--- config.mk ---
export PLATFORM = sky130hd
export DESIGN_NAME = nn_rnn_sched
export DESIGN_NICKNAME = d
export VERILOG_FILES = /design/src/rtl/nn_rnn_sched.sv
export SDC_FILE = /design/constraint.sdc
export NUM_CORES = 1
export LEC_CHECK = 0
export CORE_MARGIN = 2
export CORE_UTILIZATION = 35
export DETAILED_ROUTE_END_ITERATION = 8
export GPL_ROUTABILITY_DRIVEN = 1
export GPL_TIMING_DRIVEN = 0
export SLEW_MARGIN = 20
export SYNTH_ARGS = -nofsm -noshare
export SYNTH_HDL_FRONTEND = slang
export SYNTH_SLANG_ARGS = --single-unit
--- constraint.sdc ---
create_clock -name clk -period 2.4 [get_ports clk]
set_input_delay 0.48 -clock clk [delete_from_list [all_inputs] [get_ports clk]]
set_output_delay 0.48 -clock clk [all_outputs]
set_load 0.02 [all_outputs]
--- src/rtl/nn_rnn_sched.sv ---
// Sequencer for the recurrent-cell datapath: counts the operand load, issues
// U/W/V products to a shared pipelined MAC, tracks write-backs, streams Y out.
module nn_rnn_sched #(
   parameter int DIM     = 3,
   parameter int STEPS   = 3,
   parameter int MAC_LAT = 3,
   parameter int IW      = $clog2(DIM*DIM)
) (
   input  logic          clk,
   input  logic          rst_n,
   input  logic          in_valid,
   output logic          ld_en,
   output logic [IW-1:0] ld_idx,
   output logic          mac_issue,
   output logic          mac_first,
   output logic          mac_last,
   output logic [1:0]    mac_a_mat,
   output logic [IW-1:0] mac_a_idx,
   output logic [1:0]    mac_b_src,
   output logic [IW-1:0] mac_b_idx,
   output logic          wb_en,
   output logic [1:0]    wb_dst,
   output logic [IW-1:0] wb_idx,
   output logic          wb_act,
   output logic          out_valid,
   output logic [IW-1:0] out_idx,
   output logic          busy
);

   typedef enum logic [2:0] {
      S_IDLE,
      S_LOAD,
      S_H_ISS,
      S_DRAIN,
      S_Y_ISS,
      S_FDRAIN,
      S_OUT
   } state_t;

   typedef struct packed {
      logic          last;
      logic [1:0]    dst;
      logic [IW-1:0] idx;
      logic          act;
   } wb_t;

   localparam logic [1:0] MAT_U   = 2'd0;
   localparam logic [1:0] MAT_W   = 2'd1;
   localparam logic [1:0] MAT_V   = 2'd2;
   localparam logic [1:0] SRC_X   = 2'd0;
   localparam logic [1:0] SRC_H0  = 2'd1;
   localparam logic [1:0] SRC_H1  = 2'd2;
   localparam logic [1:0] DST_Y   = 2'd3;

   localparam logic [IW-1:0] DIM_I    = IW'(DIM);
   localparam logic [IW-1:0] LAST_LD  = IW'(DIM*DIM - 1);
   localparam logic [IW-1:0] LAST_KH  = IW'(2*DIM - 1);
   localparam logic [IW-1:0] LAST_KY  = IW'(DIM - 1);
   localparam logic [IW-1:0] LAST_ROW = IW'(DIM - 1);
   localparam logic [IW-1:0] LAST_T   = IW'(STEPS - 1);
   localparam logic [IW-1:0] LAST_OUT = IW'(STEPS*DIM - 1);

   state_t          state_q, state_d;
   logic [IW-1:0]   ld_cnt_q, ld_cnt_d;
   logic [IW-1:0]   out_cnt_q, out_cnt_d;
   logic [IW-1:0]   t_q, t_d;
   logic [IW-1:0]   row_q, row_d;
   logic [IW-1:0]   k_q, k_d;
   wb_t             pipe_q [MAC_LAT];
   wb_t             push_d;
   wb_t             wb_head;
   logic            ld_en_c;

   assign wb_head = pipe_q[MAC_LAT-1];

   // NOTE: every signal driven here gets a default first, so no path can
   // leave one unassigned and infer a latch.
   always_comb begin
      state_d   = state_q;
      ld_cnt_d  = ld_cnt_q;
      out_cnt_d = out_cnt_q;
      t_d       = t_q;
      row_d     = row_q;
      k_d       = k_q;
      ld_en_c   = 1'b0;
      ld_idx    = '0;
      mac_issue = 1'b0;
      mac_first = 1'b0;
      mac_last  = 1'b0;
      mac_a_mat = MAT_U;
      mac_a_idx = '0;
      mac_b_src = SRC_X;
      mac_b_idx = '0;
      push_d    = '0;
      out_valid = 1'b0;
      out_idx   = '0;

      case (state_q)
         S_IDLE, S_LOAD: begin
            ld_en_c = in_valid;
            ld_idx  = ld_cnt_q;
            if (in_valid) begin
               if (ld_cnt_q == LAST_LD) begin
                  ld_cnt_d = '0;
                  t_d      = '0;
                  row_d    = '0;
                  k_d      = '0;
                  state_d  = S_H_ISS;
               end else begin
                  ld_cnt_d = ld_cnt_q + 1'b1;
                  state_d  = S_LOAD;
               end
            end
         end

         S_H_ISS: begin
            mac_issue = 1'b1;
            mac_first = (k_q == '0);
            mac_last  = (k_q == LAST_KH);
            if (k_q < DIM_I) begin
               mac_a_mat = MAT_U;
               mac_a_idx = row_q * DIM_I + k_q;
               mac_b_src = SRC_X;
               mac_b_idx = t_q * DIM_I + k_q;
            end else begin
               mac_a_mat = MAT_W;
               mac_a_idx = row_q * DIM_I + (k_q - DIM_I);
               mac_b_src = t_q[0] ? SRC_H1 : SRC_H0;
               mac_b_idx = k_q - DIM_I;
            end
            // h_{t+1} goes to the bank that h_t is not being read from
            if (mac_last) begin
               push_d.last = 1'b1;
               push_d.dst  = t_q[0] ? SRC_H0 : SRC_H1;
               push_d.idx  = row_q;
               push_d.act  = 1'b0;
               k_d         = '0;
               if (row_q == LAST_ROW) begin
                  row_d   = '0;
                  state_d = S_DRAIN;
               end else begin
                  row_d = row_q + 1'b1;
               end
            end else begin
               k_d = k_q + 1'b1;
            end
         end

         S_DRAIN: begin
            if (wb_head.last && (wb_head.dst != DST_Y) && (wb_head.idx == LAST_ROW))
               state_d = S_Y_ISS;
         end

         S_Y_ISS: begin
            mac_issue = 1'b1;
            mac_first = (k_q == '0);
            mac_last  = (k_q == LAST_KY);
            mac_a_mat = MAT_V;
            mac_a_idx = row_q * DIM_I + k_q;
            mac_b_src = t_q[0] ? SRC_H0 : SRC_H1;
            mac_b_idx = k_q;
            if (mac_last) begin
               push_d.last = 1'b1;
               push_d.dst  = DST_Y;
               push_d.idx  = t_q * DIM_I + row_q;
               push_d.act  = 1'b1;
               k_d         = '0;
               if (row_q == LAST_ROW) begin
                  row_d = '0;
                  // V·h_t and the next step's products are independent
                  if (t_q < LAST_T) begin
                     t_d     = t_q + 1'b1;
                     state_d = S_H_ISS;
                  end else begin
                     state_d = S_FDRAIN;
                  end
               end else begin
                  row_d = row_q + 1'b1;
               end
            end else begin
               k_d = k_q + 1'b1;
            end
         end

         S_FDRAIN: begin
            if (wb_head.last && (wb_head.dst == DST_Y) && (wb_head.idx == LAST_OUT)) begin
               out_cnt_d = '0;
               state_d   = S_OUT;
            end
         end

         S_OUT: begin
            out_valid = 1'b1;
            out_idx   = out_cnt_q;
            if (out_cnt_q == LAST_OUT) begin
               out_cnt_d = '0;
               t_d       = '0;
               state_d   = S_IDLE;
            end else begin
               out_cnt_d = out_cnt_q + 1'b1;
            end
         end

         default: state_d = S_IDLE;
      endcase
   end

   // NOTE: sequential state uses non-blocking assignments so every register
   // samples its pre-edge value regardless of statement order.
   always_ff @(posedge clk or negedge rst_n) begin
      if (!rst_n) begin
         state_q   <= S_IDLE;
         ld_cnt_q  <= '0;
         out_cnt_q <= '0;
         t_q       <= '0;
         row_q     <= '0;
         k_q       <= '0;
      end else begin
         state_q   <= state_d;
         ld_cnt_q  <= ld_cnt_d;
         out_cnt_q <= out_cnt_d;
         t_q       <= t_d;
         row_q     <= row_d;
         k_q       <= k_d;
      end
   end

   // NOTE: the write-back pipeline is reset (it is only MAC_LAT entries), so
   // an aborted job can never emit a stale wb_en after reset.
   always_ff @(posedge clk or negedge rst_n) begin
      if (!rst_n) begin
         for (int i = 0; i < MAC_LAT; i++) pipe_q[i] <= '0;
      end else begin
         pipe_q[0] <= push_d;
         for (int i = 1; i < MAC_LAT; i++) pipe_q[i] <= pipe_q[i-1];
      end
   end

   assign ld_en  = ld_en_c & rst_n;
   assign wb_en  = wb_head.last;
   assign wb_dst = wb_head.dst;
   assign wb_idx = wb_head.idx;
   assign wb_act = wb_head.act;
   assign busy   = (state_q != S_IDLE);

endmodule
; ---- Yosys cells after proc, flatten, opt, wreduce, memory -nomap -nowiden
; Index checks and enable logic that the tools add are counted.
[totals]
register_bits = 47
in_bits = 3
[classes]
addsub = 10
n_mul = 2
n_lt_le_gt_ge = 2
n_eq_ne = 25
n_mux = 49
n_bitwise = 1
n_reduce_logical = 18
[op_table]
columns = cell, n
row1 = $mux 4, 18
row2 = $pmux 4 s3, 3
row3 = $mux 3, 9
row4 = $pmux 4 s2, 3
row5 = $ne 2x2->1 const B, 11
row6 = $add 4x1->4 const B, 5
row7 = $pmux 3 s6, 1
row8 = $add 4x4->4, 4
row9 = $mux 8, 2
row10 = $pmux 8 s2, 1
row11 = $eq 4x2->1 const B, 3
row12 = $eq 4x4->1 const B, 3
row13 = $eq 3x3->1 const B, 3
row14 = $reduce_bool 3->1, 3
row15 = $lt 4x2->1 const B, 2
row16 = $mul 4x2->4 const B, 2
row17 = $mux 2, 4
row18 = $pmux 2 s2, 2
row19 = $reduce_and 8->1, 1
row20 = $reduce_and 7->1, 1
row21 = $eq 3x2->1 const B, 2
row22 = $mux 1, 5
row23 = $reduce_and 5->1, 1
row24 = $eq 4x3->1 const B, 1
row25 = 12 further kinds, 17

; ---- Longest topological paths before layout
; Gate-level depths: netlist of run 1.
[depth]
word_depth = 5
depth_mapped = 9

; ---- Worst setup path after synthesis of run 1
; OpenSTA, ideal clock, no wires.
[synth_path]
path_kind = reg2out
startpoint = reg t_q[0]
endpoint = out mac_b_idx[3]
t_arrival_ns = 2.265
required_time_ns = 1.920
setup_slack_ns = -0.345
path_stages_with_launch = 10
path_buffers = 0
cell_sequence = dfrtp_1 -> ha_1 -> inv_1 -> fa_1 -> inv_1 -> ha_1 -> a21oi_1 -> xnor2_1 -> a21oi_1 -> o21ai_0
[synth_via]
elab_chain_cells = 4
[synth_lines]
columns = item, line_no
row1 = start: declaration, 66  ; logic [IW-1:0] t_q, t_d;
row2 = start signal: assignment, 222  ; t_q <= t_d;
row3 = $mul 4x2->4, 124  ; mac_b_idx = t_q * DIM_I + k_q;
row4 = $add 4x4->4, 124
row5 = $mux 4, 120  ; if (k_q < DIM_I) begin
row6 = $pmux 4 s2, 98  ; case (state_q)
row7 = end: declaration, 20  ; output logic [IW-1:0] mac_b_idx,
; No other way between the ends.

; ---- Worst setup path after layout of run 1
[layout_path]
startpoint = reg t_q[1]
endpoint = out mac_b_idx[3]
; Same word-level chain as after synthesis.

==> results of run 1 <==
cell usage in the layout (no fill, tap or decap), drive strengths merged, types with 2 or more instances in the layout:
cell,netlist,final
a21boi,2,2
a21o,6,6
a21oi,15,15
a22o,2,2
a22oi,2,2
and2,5,5
and3,4,4
and4b,2,2
buf,14,58
clkbuf,2,7
clkdlybuf4s50,0,17
dfrtp,47,47
dlygate4sd2,0,2
dlymetal6s2s,0,3
fa,6,6
ha,28,28
inv,25,25
mux2,3,3
mux2i,3,3
nand2,32,32
nand3,8,8
nand3b,2,2
nor2,11,11
nor2b,4,4
nor3,6,6
nor3b,2,2
o211ai,3,3
o21ai,31,31
o22ai,8,8
o2bb2ai,3,3
o31ai,3,3
or2,2,2
or3,2,2
or3b,3,3
xnor2,9,9
xor2,7,7
per-stage QoR:
step	setup TNS (ns)	hold WS [ns]	util (%)	setup WS (ns)	instance area, µm²
after global placement	-33.69	0.333	42.7	-1.56	3550
after CTS	-1.92	0.0879	47.2	-0.455	3910
after detailed placement	-8.28	0.335	42.9	-0.773	3560
after global routing	-2.32	0.104	50.2	-0.536	4170
final	-1.81	0.0817	50.2	-0.444	4170
after floorplan	-0.123	0.184	-	-0.0427	3060
state kept, by name, indices dropped and copies added (netlist names), 2 cells and up:
register   count
ld_cnt_q       4
wb_idx         4
t_q            4
out_cnt_q      4
pipe_q        16
state_q        3
wb_dst         2
row_q          4
k_q            4
cell families after synthesis:
logic type | share of synthesized area [%]
AO/OA/AOI/OAI | 15.6
XOR/XNOR | 4.65
adder cells (fa/ha/maj) | 15.6
buffers and inverters | 6.77
flip-flops | 39.1
multiplexers | 2.12
AND/OR/NAND/NOR | 16.2
worst max-delay path, cell delays in order, from the launching register on:
cell	delay [ns]
dfrtp_1	0.45
ha_4	0.17
inv_2	0.03
fa_1	0.49
inv_2	0.05
ha_4	0.27
a21oi_2	0.05
xnor2_1	0.17
a21oi_1	0.11
o21ai_2	0.14
buf_6	0.13
power by group through the flow:
stage	sequential (mW)	clock [mW]	combinational [mW]
floorplan	1.11	0	1.82
global placement	1.17	0	2.46
detailed placement	1.17	0	2.49
CTS	1.12	0.624	2.89
global route	1.16	0.653	3.54
finish	1.13	0.601	3.23
final timing paths:
path | from | endpoint | slack [ns] | depth (start not counted)
worst max-delay path | t_q[1] | mac_b_idx[3] | -0.44 | 10
worst min-delay path | rst_n | t_q[2] | 0.08 | 1
worst max register to register | t_q[1] | pipe_q[20] | 0.10 | 10
worst min register to register | pipe_q[14] | wb_dst[1] | 0.35 | 0
max in group asynchronous | rst_n | state_q[1] | 1.81 | 2
min in group clk | pipe_q[14] | wb_dst[1] | 0.35 | 0
repair_timing:
| item | CTS | global route |
|---|---|---|
| pin swaps | 10 | 12 |
| gates cloned | 0 | 0 |
| hold buffers | 0 | 0 |
| setup endpoints to repair | 23 | 33 |
| gates resized for setup | 98 | 49 |
| buffers inserted | 21 | 10 |
area by class of cell:
| class | count | area (µm²) |
|---|---|---|
| Buffer | 15 | 120 |
| Inverter | 25 | 115 |
| Clock inverter | 3 | 47.5 |
| Tap cell | 105 | 131 |
| Fill cell | 768 | 4130 |
| Timing Repair Buffer | 68 | 616 |
| Clock buffer | 5 | 68.8 |
| Multi-Input combinational cell | 221 | 1890 |
| Sequential cell | 47 | 1180 |
layer usage:
layer  global-route usage, %  up-vias
met1                    20.8     1185
met2                    24.6       61
met4                    5.63        0
met5                       0        -
met3                    2.75       13
li1                        -     1212
==> impl_metrics.toml, run 1 <==
[timing]
hold_viol = 0
clock_skew_ns = 0.00508
setup_viol = 6
setup_slack_ns = -0.444
fin_crit_sh_pct = 119
slew_headroom_pct = 56.8
finalMaxSlewViolations = 0
grt_setup_unrepaired = "yes"
max_freq_mhz = 352
period_minus_slack_ns = 2.84
tightest_slew_ns = 0.641

[clocking]
clk_latency_ns = 0.31
cts_buffers = 5
htreeDepth = 2
cts_root_buffer = "clkbuf_8"
clk_pin_slew_ns = 0.09
clock_path_buffers = 2
cts_tree = "built"
clkSinkCount = 47

[synthesis]
yosysUniqueCellTypes = 50
ys_ff_latch = 47
yosys-top-cells-count = "dfrtp_1 (47), nand2_1 (31), o21ai_0 (30)"
synth_top_area_cell = "dfrtp_1"
synthTopCellsByArea = "dfrtp_1 (39%), ha_1 (12%), o21ai_0 (5.0%)"
synth_warnings = 0
synth_flop_cell = "dfrtp_1"
synth-edff-count = 0
synth_cells = 309
syn-cell-area_um2 = 3010
synth_most_common_cell = "dfrtp_1"
synth_seq_area_share_pct = 39.1
synthArstFlopShare_pct = 100
synth_top_cell_area_share_pct = 39.1
synth_nets = 346
synth_area_per_cell_um2 = 9.75

[place]
hpwl_mm = 5.01
gp_congestion = 0.852
placed_cells = 451
port_buffers = 36

[status]
violations = "setup timing"
outcome = "finished, violations left"

[critical_path]
crit_arrival_ns = 2.36
start_kind = "flip-flop"
end_kind = "output port"
worstSetupPathType = "reg -> out"
required_ns = 1.92
critPathMaxFanout = 4

[final_layout]
final_layout_size_suffix_gt1_share_pct = 33.3
area_delta_synth_final_pct = 38.5
antenna_cells = 0
instances_no_fill = 489
fin_nets = 420

[power]
seqPwrFrac_pct = 22.8
power_leakage_nw = 1.95
ir_worst_vdd_mv = 0.745
internal_power_mw = 2.79
p_total_mw = 4.96
power_density_nw_per_um2 = 1190
p_sw_share_pct = 43.8
pwr-share-clk_pct = 12.1
comb_power_share_pct = 65.1
switchingPower_mw = 2.18

[drt]
via_count = 2471
drt-pass1-iter-count = 4
post-route-drc-count = 0
met3WireLength_um = 295
top_layer_used = "met4"
drt_iter0_markers = 165
antenna_left = 0
wl_met2_mm = 3.51
wl_per_cell_um = 14.8
wirelength_mm = 7.24
wl_met1_mm = 3.30
viasPerCell = 5.05

[min_path]
min_path_type = "in -> async"

[floorplanning]
rows = 33
dieArea_um2 = 9360
io_pins = 37
die_y_um = 96.8
chipWidth_um = 96.8
start_util_pct = 36.3
core_um2 = 8300

[global_route]
grt_pass1_wl_mm = 11.8
grt-ovfl-total = 0
antenna_found_initial = 0
grt_start_max_net_pins = 35
grtUsageTotal_pct = 15.3
grt_pass1_vias = 2438

[flow_run]
max_cap_violations = 0
(Power assumes the default switching activity.)
==> inputs of run 2 (changes only) <==
- PLACE_DENSITY: not set -> 0.57
==> impl_metrics.toml, run 2 (synthesis results as in run 1) <==
[timing]
finalMaxSlewViolations = 0
slew_headroom_pct = 59.0
setup_slack_ns = -0.413
setup_viol = 6
tightest_slew_ns = 0.609
grt_setup_unrepaired = "yes"
hold_viol = 0
period_minus_slack_ns = 2.81
clock_skew_ns = 0.0143
setup-tns-final_ns = -1.66
fin_crit_sh_pct = 117
max_freq_mhz = 356

[power]
power_leakage_nw = 1.99
pwr-share-clk_pct = 12.0
seqPwrFrac_pct = 22.5
switchingPower_mw = 2.22
p_sw_share_pct = 43.7
internal_power_mw = 2.87
ir_worst_vdd_mv = 0.713
comb_power_share_pct = 65.5
power_density_nw_per_um2 = 1210

[clocking]
htreeDepth = 2
cts_tree = "built"
clkSinkCount = 47
clock_path_buffers = 2
cts_root_buffer = "clkbuf_8"
clk_pin_slew_ns = 0.10
clk_latency_ns = 0.32
postCtsHoldBufs = 0
cts_buffers = 5

[critical_path]
crit_arrival_ns = 2.33
regToRegSetupSlack_ns = 0.15
end_kind = "output port"
required_ns = 1.92
crit_path_cell_trace = "ha_4, inv_2, fa_1, inv_2, ha_4, a21oi_4, xnor2_2, a21oi_2, o21ai_2, buf_6"
crit_buf_inv = 3
cpPeakStageDelay_ns = 0.49
cp_slowest_cell = "fa_1"
critical-path-top-delay-family = "adder cells"
start_kind = "flip-flop"
r2r_end = "pipe_q[20]"
worstSetupPathType = "reg -> out"
reg2regPathDepth = 10
critPathMaxFanout = 3
r2r-start = "t_q[1]"

[floorplanning]
core_um2 = 8300
start_util_pct = 36.3
dieArea_um2 = 9360
io_pins = 37
chipWidth_um = 96.8
die_y_um = 96.8
rows = 33

[drt]
via_count = 2497
top_layer_used = "met4"
drt-pass1-iter-count = 4
met3WireLength_um = 281
post-route-drc-count = 0
antenna_left = 0
wl_met2_mm = 3.46
viasPerCell = 5.08
drt_iter0_markers = 130
wirelength_mm = 7.29
wl_per_cell_um = 14.8
wl_met1_mm = 3.47

[final_layout]
area_delta_synth_final_pct = 39.7
n_fill_cell = 756
largest_register_ff_count = 16
fin_nets = 423
final_layout_size_suffix_gt1_share_pct = 34.1
final_cell_mix = "buf_4 (41), dfrtp_1 (41), nand2_1 (27)"
antenna_cells = 0
multi_input_area_um2 = 1930
seq_area_um2 = 1180
design_area_um2 = 4210
regMostFlops = "pipe_q"

[status]
violations = "setup timing"
outcome = "finished, violations left"

[flow_run]
max_cap_violations = 0

[global_route]
grtUsageTotal_pct = 15.9
grt-ovfl-total = 0
grt_pass1_wl_mm = 12.2
antenna_found_initial = 0
grt_pass1_vias = 2468
grt_start_max_net_pins = 35

[place]
placed_cell_area_um2 = 3560
port_buffers = 36
hpwl_mm = 5.04
gp_congestion = 0.808

[min_path]
min_path_type = "in -> async"
run 2: cell types whose count changed in the layout (fill, tap and decap cells not counted), moves of 3 or more:
cell	delta
xnor2_1	-4
nand2_2	+3
xnor2_2	+4
buf_4	+4
run 2: power by group through the flow:
stage	combinational (mW)	clock [mW]	sequential (mW)
after floorplan	1.82	0	1.11
after global placement	2.46	0	1.17
after detailed placement	2.49	0	1.17
after CTS	2.91	0.621	1.14
after global routing	3.66	0.669	1.17
final	3.33	0.608	1.14
run 2: metal layers:
metal | global-route usage [%] | vias to the layer above
li1 | - | 1210
met1 | 22.4 | 1224
met2 | 25.6 | 55
met3 | 2.38 | 8
met4 | 4.23 | 0
met5 | 0 | -
run 2: final cells by class:
type,instances,area share [%]
Buffer,15,2.68
Clock buffer,5,1.64
Clock inverter,3,1.10
Inverter,25,2.53
Multi-Input combinational cell,221,45.8
Sequential cell,47,28.1
Tap cell,105,3.12
Timing Repair Buffer,71,15.0
run 2: how the worst max path moves through the flow:
stage	from	end	cells after the start
after global placement	rst_n	ld_en	3
after floorplan	k_q[1]	mac_a_idx[0]	5
final	t_q[1]	mac_b_idx[3]	10
after global routing	t_q[1]	mac_b_idx[3]	10
after CTS	row_q[0]	mac_a_idx[3]	7
after detailed placement	k_q[1]	mac_a_idx[0]	6
run 2: per-stage QoR:
step	hold WS (ns)	instances	worst slack [ns]	util [%]	power, mW
5_1_grt	0.0836	492	-0.520	50.7	5.49
3_5_place_dp	0.335	451	-0.755	42.9	3.66
2_1_floorplan	0.184	309	-0.0427	-	2.93
4_1_cts	0.0899	478	-0.433	47.6	4.67
3_3_place_gp	0.332	450	-1.63	42.7	3.63
6_report	0.0789	492	-0.413	50.7	5.09
run 2: what timing repair did:
action / CTS / global route
buffers inserted: 20 / 15
pin swaps: 12 / 18
gates resized for setup: 96 / 50
setup endpoints to repair: 25 / 26
==> patch, RTL diff (settings of run 1) <==
Encoding of `state_t`: now one-hot (7 bits for 7 states).
--- a/src/rtl/nn_rnn_sched.sv
+++ b/src/rtl/nn_rnn_sched.sv
@@ -27,14 +27,14 @@
    output logic          busy
 );
 
-   typedef enum logic [2:0] {
-      S_IDLE,
-      S_LOAD,
-      S_H_ISS,
-      S_DRAIN,
-      S_Y_ISS,
-      S_FDRAIN,
-      S_OUT
+   typedef enum logic [6:0] {
+      S_IDLE   = 7'b0000001,
+      S_LOAD   = 7'b0000010,
+      S_H_ISS  = 7'b0000100,
+      S_DRAIN  = 7'b0001000,
+      S_Y_ISS  = 7'b0010000,
+      S_FDRAIN = 7'b0100000,
+      S_OUT    = 7'b1000000
    } state_t;
 
    typedef struct packed {
Formal check against the unedited RTL: no difference found for any inputs over 10 cycles, from zero or initial values and one cycle with rst_n low; not proved beyond that.
==> patch against run 1 <==
  * Power down 14%
  * Routed wire length up 17%
  * The run still ends with setup timing left
  * Design area up 13%
  * Critical path depth down 2
  * Worst setup slack worse by 0.12 ns
  * Synthesized area up 9.6%
  * Global-route usage up 1.4 points
  * Highest routed layer unchanged
  * Sequential cell count up 4
  * Final cell count up 11%
  * Synthesized cell count up 5.8%
==> patch: results (changes against run 1) <==
STA
  • Slew headroom: 55.0% (-1.8 points)
  • Final setup vio count: 8 (+2)
  • Max Clock Skew: 0.0102 ns (+0.00510 ns)
  • Hold Slack: 0.185 ns (+0.103 ns)
  • Slack of the critical path: -0.569 ns (-0.125 ns)

Global route
  • Number of global-route vias before repair: 2,570 (+5.4%)
  • Met3 Use GR: 2.22% (-0.53 points)
  • Met2 Usage GRT: 26.7% (+2.1 points)
  • First-pass GRT wire length: 13.2 mm (+12%)
  • Initial antenna violation count: 0 (unchanged)
  • GRT met1 Usage: 23.6% (+2.9 points)
  • GRT Util Overall: 16.7% (+1.4 points)
  • Largest net degree at the start of global routing: 53 (+51%)

Synth
  • Compound-Gate Fraction of Synth Area: 16.2% (+0.57 points)
  • Adder-cell share of the synthesized area: 14.3% (-1.4 points)
  • Distinct cells, synth: 64 (+28%)
  • Post-synth ARST share: 100% (unchanged)
  • Ys flop type: dfrtp_1
  • Syn_nets: 364 (+5.2%)
  • Synth warn: 0 (unchanged)
  • Mux cell area share after synthesis: 2.54% (+0.42 points)
  • Most instantiated cells after synthesis: 50 x dfrtp_1, 30 x o21ai_0, 29 x nand2_1, 28 x ha_1
  • Xor/xnor share of the synthesized area: 4.51% (-0.14 points)
  • Largest cells by area after synthesis: dfrtp_1 38%, ha_1 11%, o21ai_0 4.5%, fa_1 3.6%, nand2_1 3.3%
  • Post-synthesis sequential area ratio: 38.7% (-0.35 points)

Clock tree
  • Resize count post-CTS: 143 (+46%)
  • H-tree levels: 2 (unchanged)
  • Postcts setup bufs: 36 (+71%)
  • Reg clk slew, reported paths: 0.11 ns (+0.02 ns)
  • Root buf cell: clkbuf_8
  • CTS Buf Count: 5 (unchanged)
  • Maximum buffer depth of the clock tree: 2 (unchanged)
  • Clock Latency Late Sink: between 0.3 and 0.4 ns

Worst setup path
  • R2R depth: 8 (-2)
  • CP Launch Point: t_q[0]$_DFFE_PN0P_
  • WP data arrival: 2.49 ns (+0.13 ns)
  • Worst reg2reg endpoint: state_q[2]$_DFFE_PN0P_
  • Worst r2r src: k_q[1]$_DFFE_PN0P_
  • R2r setup slk: 0.04 ns (-0.06 ns)
  • Worst-path maximum fanout: 2 (-2)

Final layout
  • Antenna Diode Count: 0 (unchanged)
  • Layout cells sized above 1: 42.6% (+9.2 points)
  • Post-layout nets: 466 (+11%)
  • Fill count: 833 (+8.5%)
  • Top Registers: pipe_q x16, state_q x7

Status
  • Run status: finished, violations left
  • Failing checks: setup timing

Route
  • Post-DR vias/cell: 5.14 (+1.7%)
  • Iteration-0 DRC Markers: 150 (-9.1%)
  • Pre-Repair DR Iteration Count: 4 (unchanged)
  • Routed WL: 8.49 mm (+17%)

Placed design
  • # port buffers: 36 (unchanged)
  • Hpwl dp: 5.45 mm (+8.7%)
  • Placement Setup Slack: -0.899 ns (-0.127 ns)
  • GPL Wtd Cong: 0.800 (-6.1%)

Power and ir drop
  • Max IR drop VDD: 435 uV (-42%)
  • Static Leak: 2.23 nW (+14%)
[patch: cells by family after synthesis]
group / Yosys count
muxes: 7
adders and majority gates: 34
buffers and inverters: 36
and+or+nand+nor: 102
DFF: 51
xor gates and xnor gates: 17
AOI/OAI and AO/OA: 80
[patch: worst max-delay path, stage by stage (launching register included)]
cell and delay [ns]:
dfrtp_1 0.45, ha_4 0.19, fa_2 0.56, ha_4 0.22, a21oi_4 0.14, xnor2_2 0.08, a211o_1 0.34, o21ai_4 0.07
buf_6 0.13
[patch: area by class of cell]
class | count | area [um^2] | area share (%)
clock buffers | 5 | 68.8 | 1.46
clock inverters | 3 | 28.8 | 0.609
inverters | 21 | 91.3 | 1.93
plain buffers | 14 | 116 | 2.46
flip-flops and latches | 51 | 1290 | 27.2
repair buffers | 96 | 813 | 17.2
multi-input cells | 240 | 2180 | 46.1
well taps | 111 | 139 | 2.94
[patch: per-stage QoR]
stage	area [um^2]	std cells	TNS (ns)
after floorplan	3410	327	-0.144
after global placement	3910	474	-49.96
after detailed placement	3910	474	-12.49
after CTS	4450	517	-2.44
after global routing	4730	541	-3.26
final	4730	541	-2.22
[patch: worst max-delay path by stage]
stage / slack [ns] / end
floorplan: -0.07 / mac_a_idx[3]
detailed placement: -0.90 / mac_last
global placement: -1.71 / ld_en
finish: -0.57 / mac_b_idx[3]
global route: -0.63 / mac_b_idx[3]
CTS: -0.57 / mac_a_idx[3]
[patch: per-layer routing]
layer	routed length, um	share of wire [%]
met5	0	0
met4	149	1.8
met3	317	3.7
met2	4110	48
met1	3910	46
[patch: power by group]
part	internal, mW	leakage, nW	switching, mW
Combinational	1.26	1.49	1.34
Sequential	0.975	0.682	0.162
Clock	0.217	0.0502	0.332
Total	2.45	2.23	1.83
